$ cat src/rtl/pdp8_seq_pkg.sv
// rtl/pdp8_seq_pkg.sv - shared state encoding and phase constants for the PDP-8 phase sequencer
package pdp8_seq_pkg;

    localparam int MAX_PHASES = 6;

    localparam logic [2:0] PHASE_IDLE = 3'd0;

    // CKn = 2n-1 (odd), STBn = 2n (even); the phase number falls out of (state+1)/2
    typedef enum logic [3:0] {
        ST_IDLE = 4'd0,
        ST_CK1  = 4'd1,
        ST_STB1 = 4'd2,
        ST_CK2  = 4'd3,
        ST_STB2 = 4'd4,
        ST_CK3  = 4'd5,
        ST_STB3 = 4'd6,
        ST_CK4  = 4'd7,
        ST_STB4 = 4'd8,
        ST_CK5  = 4'd9,
        ST_STB5 = 4'd10,
        ST_CK6  = 4'd11,
        ST_STB6 = 4'd12
    } seq_state_t;

    function automatic logic [2:0] state_to_phase(input logic [3:0] s);
        logic [4:0] sum;
        sum = {1'b0, s} + 5'd1;
        return sum[3:1];
    endfunction

endpackage

$ cat src/rtl/seq_phase_decode.sv
// rtl/seq_phase_decode.sv - combinational state to one-hot ck/stb strobes and phase number
module seq_phase_decode
    import pdp8_seq_pkg::*;
(
    input  logic [3:0]            i_state,
    output logic [MAX_PHASES-1:0] o_ck,
    output logic [MAX_PHASES-1:0] o_stb,
    output logic [2:0]            o_phase
);

    logic [2:0] w_phase;

    assign w_phase = state_to_phase(i_state);
    assign o_phase = w_phase;

    // IDLE maps to phase 0 and so never matches any strobe index
    always_comb begin
        o_ck  = '0;
        o_stb = '0;
        for (int i = 0; i < MAX_PHASES; i++) begin
            o_ck[i]  = i_state[0]  && (w_phase == 3'(i + 1));
            o_stb[i] = !i_state[0] && (w_phase == 3'(i + 1));
        end
    end

endmodule

$ cat src/rtl/phase_sequencer.sv
// rtl/phase_sequencer.sv - PDP-8 major-state sequencer: run/halt/step, instruction boundaries, timeout
// Optional CK-phase hold input wait_req enabled by PHASE_WAIT_EN.
module phase_sequencer
    import pdp8_seq_pkg::*;
#(
    parameter int NUM_PHASES = 6
)
(
    input  logic       clk,
    input  logic       reset_n,
    input  logic       run,
    input  logic       halt_req,
    input  logic       step,
    input  logic       done,
    input  logic       tmo_clr,
`ifdef PHASE_WAIT_EN
    input  logic       wait_req,
`endif
    output logic       ck1,
    output logic       ck2,
    output logic       ck3,
    output logic       ck4,
    output logic       ck5,
    output logic       ck6,
    output logic       stb1,
    output logic       stb2,
    output logic       stb3,
    output logic       stb4,
    output logic       stb5,
    output logic       stb6,
    output logic       new_inst,
    output logic       running,
    output logic [2:0] phase,
    output logic       timeout
);

    seq_state_t             r_state;
    seq_state_t             w_state_nxt;
    logic                   r_single;
    logic                   w_single_nxt;
    logic                   r_timeout;
    logic                   w_timeout_nxt;
    logic                   r_new_inst;
    logic                   w_new_inst_nxt;
    logic                   w_go;
    logic                   w_hold;
    logic                   w_last;
    logic [MAX_PHASES-1:0]  w_ck;
    logic [MAX_PHASES-1:0]  w_stb;
    logic [2:0]             w_phase;

`ifdef PHASE_WAIT_EN
    assign w_hold = wait_req;
`else
    assign w_hold = 1'b0;
`endif

    assign w_go   = run && !halt_req;
    assign w_last = (w_phase == 3'(NUM_PHASES));

    seq_phase_decode u_decode (
        .i_state (r_state),
        .o_ck    (w_ck),
        .o_stb   (w_stb),
        .o_phase (w_phase)
    );

    always_ff @(posedge clk or negedge reset_n) begin
        if (!reset_n) begin
            r_state    <= ST_IDLE;
            r_single   <= 1'b0;
            r_timeout  <= 1'b0;
            r_new_inst <= 1'b0;
        end else begin
            r_state    <= w_state_nxt;
            r_single   <= w_single_nxt;
            r_timeout  <= w_timeout_nxt;
            r_new_inst <= w_new_inst_nxt;
        end
    end

    always_comb begin
        w_state_nxt    = r_state;
        w_single_nxt   = r_single;
        w_timeout_nxt  = tmo_clr ? 1'b0 : r_timeout;
        w_new_inst_nxt = 1'b0;
        if (r_state == ST_IDLE) begin
            if (!r_timeout && (w_go || step)) begin
                w_state_nxt    = ST_CK1;
                // a step alongside an effective run is just run
                w_single_nxt   = !w_go;
                w_new_inst_nxt = 1'b1;
            end
        end else if (r_state[0]) begin
            if (done) begin
                if (w_go && !r_single && !r_timeout) begin
                    w_state_nxt    = ST_CK1;
                    w_new_inst_nxt = 1'b1;
                end else begin
                    w_state_nxt  = ST_IDLE;
                    w_single_nxt = 1'b0;
                end
            end else if (!w_hold) begin
                w_state_nxt = seq_state_t'(r_state + 4'd1);
            end
        end else begin
            if (w_last) begin
                w_state_nxt   = ST_IDLE;
                w_single_nxt  = 1'b0;
                w_timeout_nxt = 1'b1;
            end else begin
                w_state_nxt = seq_state_t'(r_state + 4'd1);
            end
        end
    end

    assign ck1      = w_ck[0];
    assign ck2      = w_ck[1];
    assign ck3      = w_ck[2];
    assign ck4      = w_ck[3];
    assign ck5      = w_ck[4];
    assign ck6      = w_ck[5];
    assign stb1     = w_stb[0];
    assign stb2     = w_stb[1];
    assign stb3     = w_stb[2];
    assign stb4     = w_stb[3];
    assign stb5     = w_stb[4];
    assign stb6     = w_stb[5];
    assign phase    = w_phase;
    assign running  = (w_phase != PHASE_IDLE);
    assign new_inst = r_new_inst;
    assign timeout  = r_timeout;

endmodule

$ cat config.mk
export PLATFORM = sky130hd
export DESIGN_NAME = phase_sequencer
export DESIGN_NICKNAME = d
export VERILOG_FILES = /design/src/rtl/pdp8_seq_pkg.sv /design/src/rtl/seq_phase_decode.sv /design/src/rtl/phase_sequencer.sv
export SDC_FILE = /design/constraint.sdc
export NUM_CORES = 1
export LEC_CHECK = 0
export BUFFER_PORTS_ARGS = -buffer_cell sky130_fd_sc_hd__buf_2
export CAP_MARGIN = 30
export CORE_AREA = 2 2 39 41
export CTS_CLUSTER_DIAMETER = 80
export DETAILED_ROUTE_END_ITERATION = 6
export DIE_AREA = 0 0 41 43
export PLACE_DENSITY = 0.73
export SETUP_SLACK_MARGIN = 0.5
export SYNTH_ARGS = -nofsm -noshare
export SYNTH_HDL_FRONTEND = slang
export SYNTH_SLANG_ARGS = --single-unit
export TNS_END_PERCENT = 50
$ cat constraint.sdc
create_clock -name clk -period 2.6 [get_ports clk]
set_input_delay 0.26 -clock clk [delete_from_list [all_inputs] [get_ports clk]]
set_output_delay 0.26 -clock clk [all_outputs]
set_load 0.01 [all_outputs]
### Word-level counts from Yosys, hierarchy flattened

Index checks and enable logic that the tools add are counted.

* flip-flop bits (word level): 7
* word-level logic and storage cells: 62

* add/subtract/negate cells: 2
* equal/unequal tests: 9
* muxes and demuxes: 21
* reduce and logical (&&, ||, !) cells: 26

Operators with widths (count)
* 4-bit two-way mux: 5
* 1-bit logical AND: 16
* 1-bit two-way mux: 16
* 3-bit equality test (second input constant): 3
* 4-bit by 1-bit adder with 4-bit output (second input constant): 2
* 3-bit by 2-bit equality test with 1-bit output (second input constant): 2
* 3-bit nonzero test: 2
* 1-bit zero test: 5
* 4-bit zero test: 1
* 4-bit AND reduction: 1
* 3-bit by 1-bit equality test with 1-bit output (second input constant): 1
* 3-bit by 2-bit inequality test with 1-bit output (second input constant): 1
* 3-bit inequality test (second input constant): 1
* 2-bit by 1-bit inequality test with 1-bit output (second input constant): 1
* 1-bit logical OR: 1

### Longest topological paths before layout

* depth after elaboration: 8
* depth in mapped cells: 8
* depth with buffers taken out: 6

### Cells and area by module

From an unflattened synthesis, not the netlist that was laid out.

* cell total of the unflattened synthesis: 76
* area total of the unflattened synthesis: 678.2 um^2

Modules (own cells, without submodules)
* phase_sequencer: instances 1, cells each 39, area an instance 387.9 um^2, seq. area each 175.2 um^2
* seq_phase_decode: instances 1, cells each 37, area an instance 290.3 um^2, seq. area each 0.0 um^2

### Least setup slack after synthesis

Ideal clock, no wire load.

* path kind: register to output
* start: register r_state[0]
* end: output stb5
* arrival time: 1.850 ns
* setup slack: 0.490 ns
* cell stages (with the launch flop): 7
* buffers on the path: 2
* cell sequence: dfrtp_1 -> clkbuf_1 -> inv_1 -> ha_1 -> clkbuf_1 -> nand2_1 -> nor3b_1

* word-level cells in the longest chain between the ends: 3

RTL lines
* from (decl): line phase_sequencer.sv:37 `seq_state_t r_state;`
* from (signal assigned): line phase_sequencer.sv:75 `r_state <= w_state_nxt;`
* 4-bit by 1-bit adder with 4-bit output: line pdp8_seq_pkg.sv:27 `sum = {1'b0, s} + 5'd1;`
* named net phase[0]: line phase_sequencer.sv:33 `output logic [2:0] phase,`
* 3-bit equality test: line seq_phase_decode.sv:22 `o_stb[i] = !i_state[0] && (w_phase == 3'(i + 1));`
* 1-bit logical AND: line seq_phase_decode.sv:22
* to (decl): line phase_sequencer.sv:29 `output logic stb5,`

The timed path passes the listed nets, and every way through them passes these cells.

### Worst setup path after layout

* start: register r_state[2]
* end: output running

* word-level cells in the longest chain between the ends: 2

RTL lines
* 4-bit by 1-bit adder with 4-bit output: line pdp8_seq_pkg.sv:27
* 3-bit nonzero test: line phase_sequencer.sv:130 `assign running = (w_phase != PHASE_IDLE);`
* to (decl): line phase_sequencer.sv:32 `output logic running,`

No other way between the ends.

==> results.toml <==
[status]
status = "finished, final reports clean"

[layout]
multiInputGateArea_um2 = 350
post_layout_nonfiller_instances = 115
regArea_um2 = 179
drive_gt1_share_pct = 41.4
fin_nets = 109
diodes = 0
layout_commonest_cell = "buf_2"
final_cell_mix = "24 x buf_2, 10 x nand2_1, 8 x nor2_1"
area_growth_pct = 34.4
fillCellCount = 137

[hold_path]
hold_start = "tmo_clr"
hold_class = "in2reg"
min_path_cells = 2
hold_end = "timeout"

[route]
ant_nets = 0
wl_per_cell_um = 11.3
finalWirelength_mm = 1.30
avgViaCountPerCell = 5.37
drc = 0
num_vias = 617
drtIter0Drc = 15
firstDrtPassIters = 4

[setup_path]
r2r-end = "r_single"
critPathCaptureType = "output pin"
r2r-start = "r_state[0]"
critPathMaxStageDelay_ns = 0.47
reg2reg_depth = 6
required_ns = 2.34
crit_fanout = 6
regToRegSetupSlack_ns = 0.93
crit_buf_inv = 2
critPathLaunchType = "register"
critPathTopFamily = "simple AND/OR/NAND/NOR gates"
crit_slowest_cell = "dfrtp_2"
cp_data_arrival_time_ns = 1.70
path_class = "reg2out"
path_cells = "nand3_1 > xor2_2 > inv_2 > or3_1 > buf_2"

[timing]
min_period_ns = 1.96
tightest_slew_ns = 0.401
clock_skew_ns = 0.000214
rsz0062_at_grt = "yes"
fin_tns_setup_ns = 0
period_share_pct = 75.4
max_freq_mhz = 510
setup_viol = 0
hold_viol = 0
drv_slew = 0
relSlewSlack_pct = 73.3

[power]
p_sw_mw = 0.493
leakagePower_nw = 0.380
intPower_mw = 0.506
power_frac_comb_pct = 68.6
seqPwrFrac_pct = 21.3
p_per_area_nw_per_um2 = 1320
vdd.ir_drop.worst_uv = 559
p_sw_share_pct = 49.4
p_clk_share_pct = 10.2

[floorplanning]
initial_core_util_pct = 40.8
rows = 14
die_area_um2 = 1760
die_w_um = 41
coreArea_um2 = 1380
die_h_um = 43
ios = 25

[synthesis]
synth_cells = 70
ys_top_cells_by_area = "dfrtp_1 31%, nand2_1 6.7%, nor2_1 5.3%"
yosys.area.top_type = "dfrtp_1"
avgSynthCellArea_um2 = 8.06
ys_ff_latch = 7
seq_area_frac_synth_pct = 31.0
synth_cell_types = 31
yosys_warnings = 0
netlist.area_leader.share_pct = 31.0
netlist_area_um2 = 564
synth_nets = 79

[clock_tree]
clkTransAtPathRegs_ns = 0.06
clock_latency_ns = 0.25
cts_buffers = 3
cts_tree = "yes"
cts_buffer_depth = 2
cts.sinks = 7
root_buffer = "clkbuf_4"
cts.htree.levels = 1

[global_routing]
grt_use_total_pct = 17.5
grt_pass1_wl_mm = 2.13
first_global_vias = 541
antenna_found_initial = 0
grt_max_degree = 13
overflow = 0

[place]
gp_congestion = 0.869
hpwl_um = 982
dp_cells = 107
portBuffers = 24

[flow_run]
maxCapViolations = 0
-- metrics by stage --
step           setup slack (ns)  cell area, um2  power [mW]  hold slack (ns)  util [%]
2_1_floorplan             0.490             564       0.677          -0.0356         -
3_3_place_gp              0.593             692       0.846           0.0985      50.0
4_1_cts                   0.537             756        1.00            0.178      54.6
6_report                  0.639             758       0.999            0.189      54.8
5_1_grt                   0.485             758        1.09            0.198      54.8
3_5_place_dp              0.558             692       0.853            0.100      50.0
-- worst max-delay path by stage --
stage / cells past startpoint / end / start
2_1_floorplan: 6 / stb5 / r_state[0]
3_3_place_gp: 5 / running / r_state[0]
3_5_place_dp: 5 / running / r_state[0]
4_1_cts: 5 / running / r_state[2]
5_1_grt: 6 / stb6 / r_state[0]
6_report: 5 / running / r_state[2]
-- registers in the layout, indices dropped and copies added (netlist names) --
register,flops
new_inst,1
r_single,1
r_state,4
timeout,1
-- power groups by stage --
stage	Sequential [mW]	Combinational, mW	Clock [mW]
final	0.213	0.685	0.102
after global routing	0.221	0.758	0.111
after CTS	0.209	0.687	0.109
after detailed placement	0.231	0.622	0
after global placement	0.229	0.618	0
after floorplan	0.194	0.483	0
-- Yosys cell counts --
library cell / count
a211oi_1: 1
a21oi_1: 2
a221oi_1: 1
a221oi_2: 1
a32oi_1: 1
and2_1: 1
buf_2: 1
clkbuf_1: 2
dfrtp_1: 7
ha_1: 2
inv_1: 5
inv_2: 1
inv_4: 1
mux2_2: 1
nand2_1: 10
nand2b_1: 3
nand3_1: 2
nor2_1: 8
nor2b_1: 1
nor3_1: 5
nor3b_1: 2
nor4_1: 1
nor4b_1: 1
o21ai_0: 2
o22ai_1: 2
o2bb2ai_1: 1
o31ai_1: 1
or3_1: 1
or3b_1: 1
xnor2_4: 1
xor2_2: 1
-- cell families after synthesis --
kind of cell               share of synthesized area (%)
muxes                                               2.00
xor gates and xnor gates                            7.76
adders and majority gates                           4.43
DFF                                                 31.0
AOI/OAI and AO/OA                                   15.7
and+or+nand+nor                                     31.7
buffers and inverters                               7.32
-- repair_timing --
action | 4_1_cts | 5_1_grt
endpoints found under the hold margin | 7 | 0
resized for setup | 2 | 2
pin swaps | 1 | 0
hold buffers | 1 | 0
setup endpoints to repair | 13 | 4
buffers inserted | 3 | 0
-- per-layer routing --
| layer | share of wire, % | wire [um] | global-route usage, % |
|---|---|---|---|
| met5 | 0 | 0 | 0 |
| met4 | 0 | 0 | 8.00 |
| met3 | 6.3 | 82 | 1.57 |
| met2 | 53 | 684 | 28.7 |
| met1 | 41 | 532 | 21.9 |
-- layout make-up --
type                    instances  area share (%)
clock buffers                   3            2.97
well taps                      16            2.64
flip-flops and latches          7            23.6
multi-input cells              53            46.2
inverters                       7            3.80
repair buffers                 28            20.1
clock inverters                 1           0.660
Note: power is estimated with default switching activity, not from simulation.
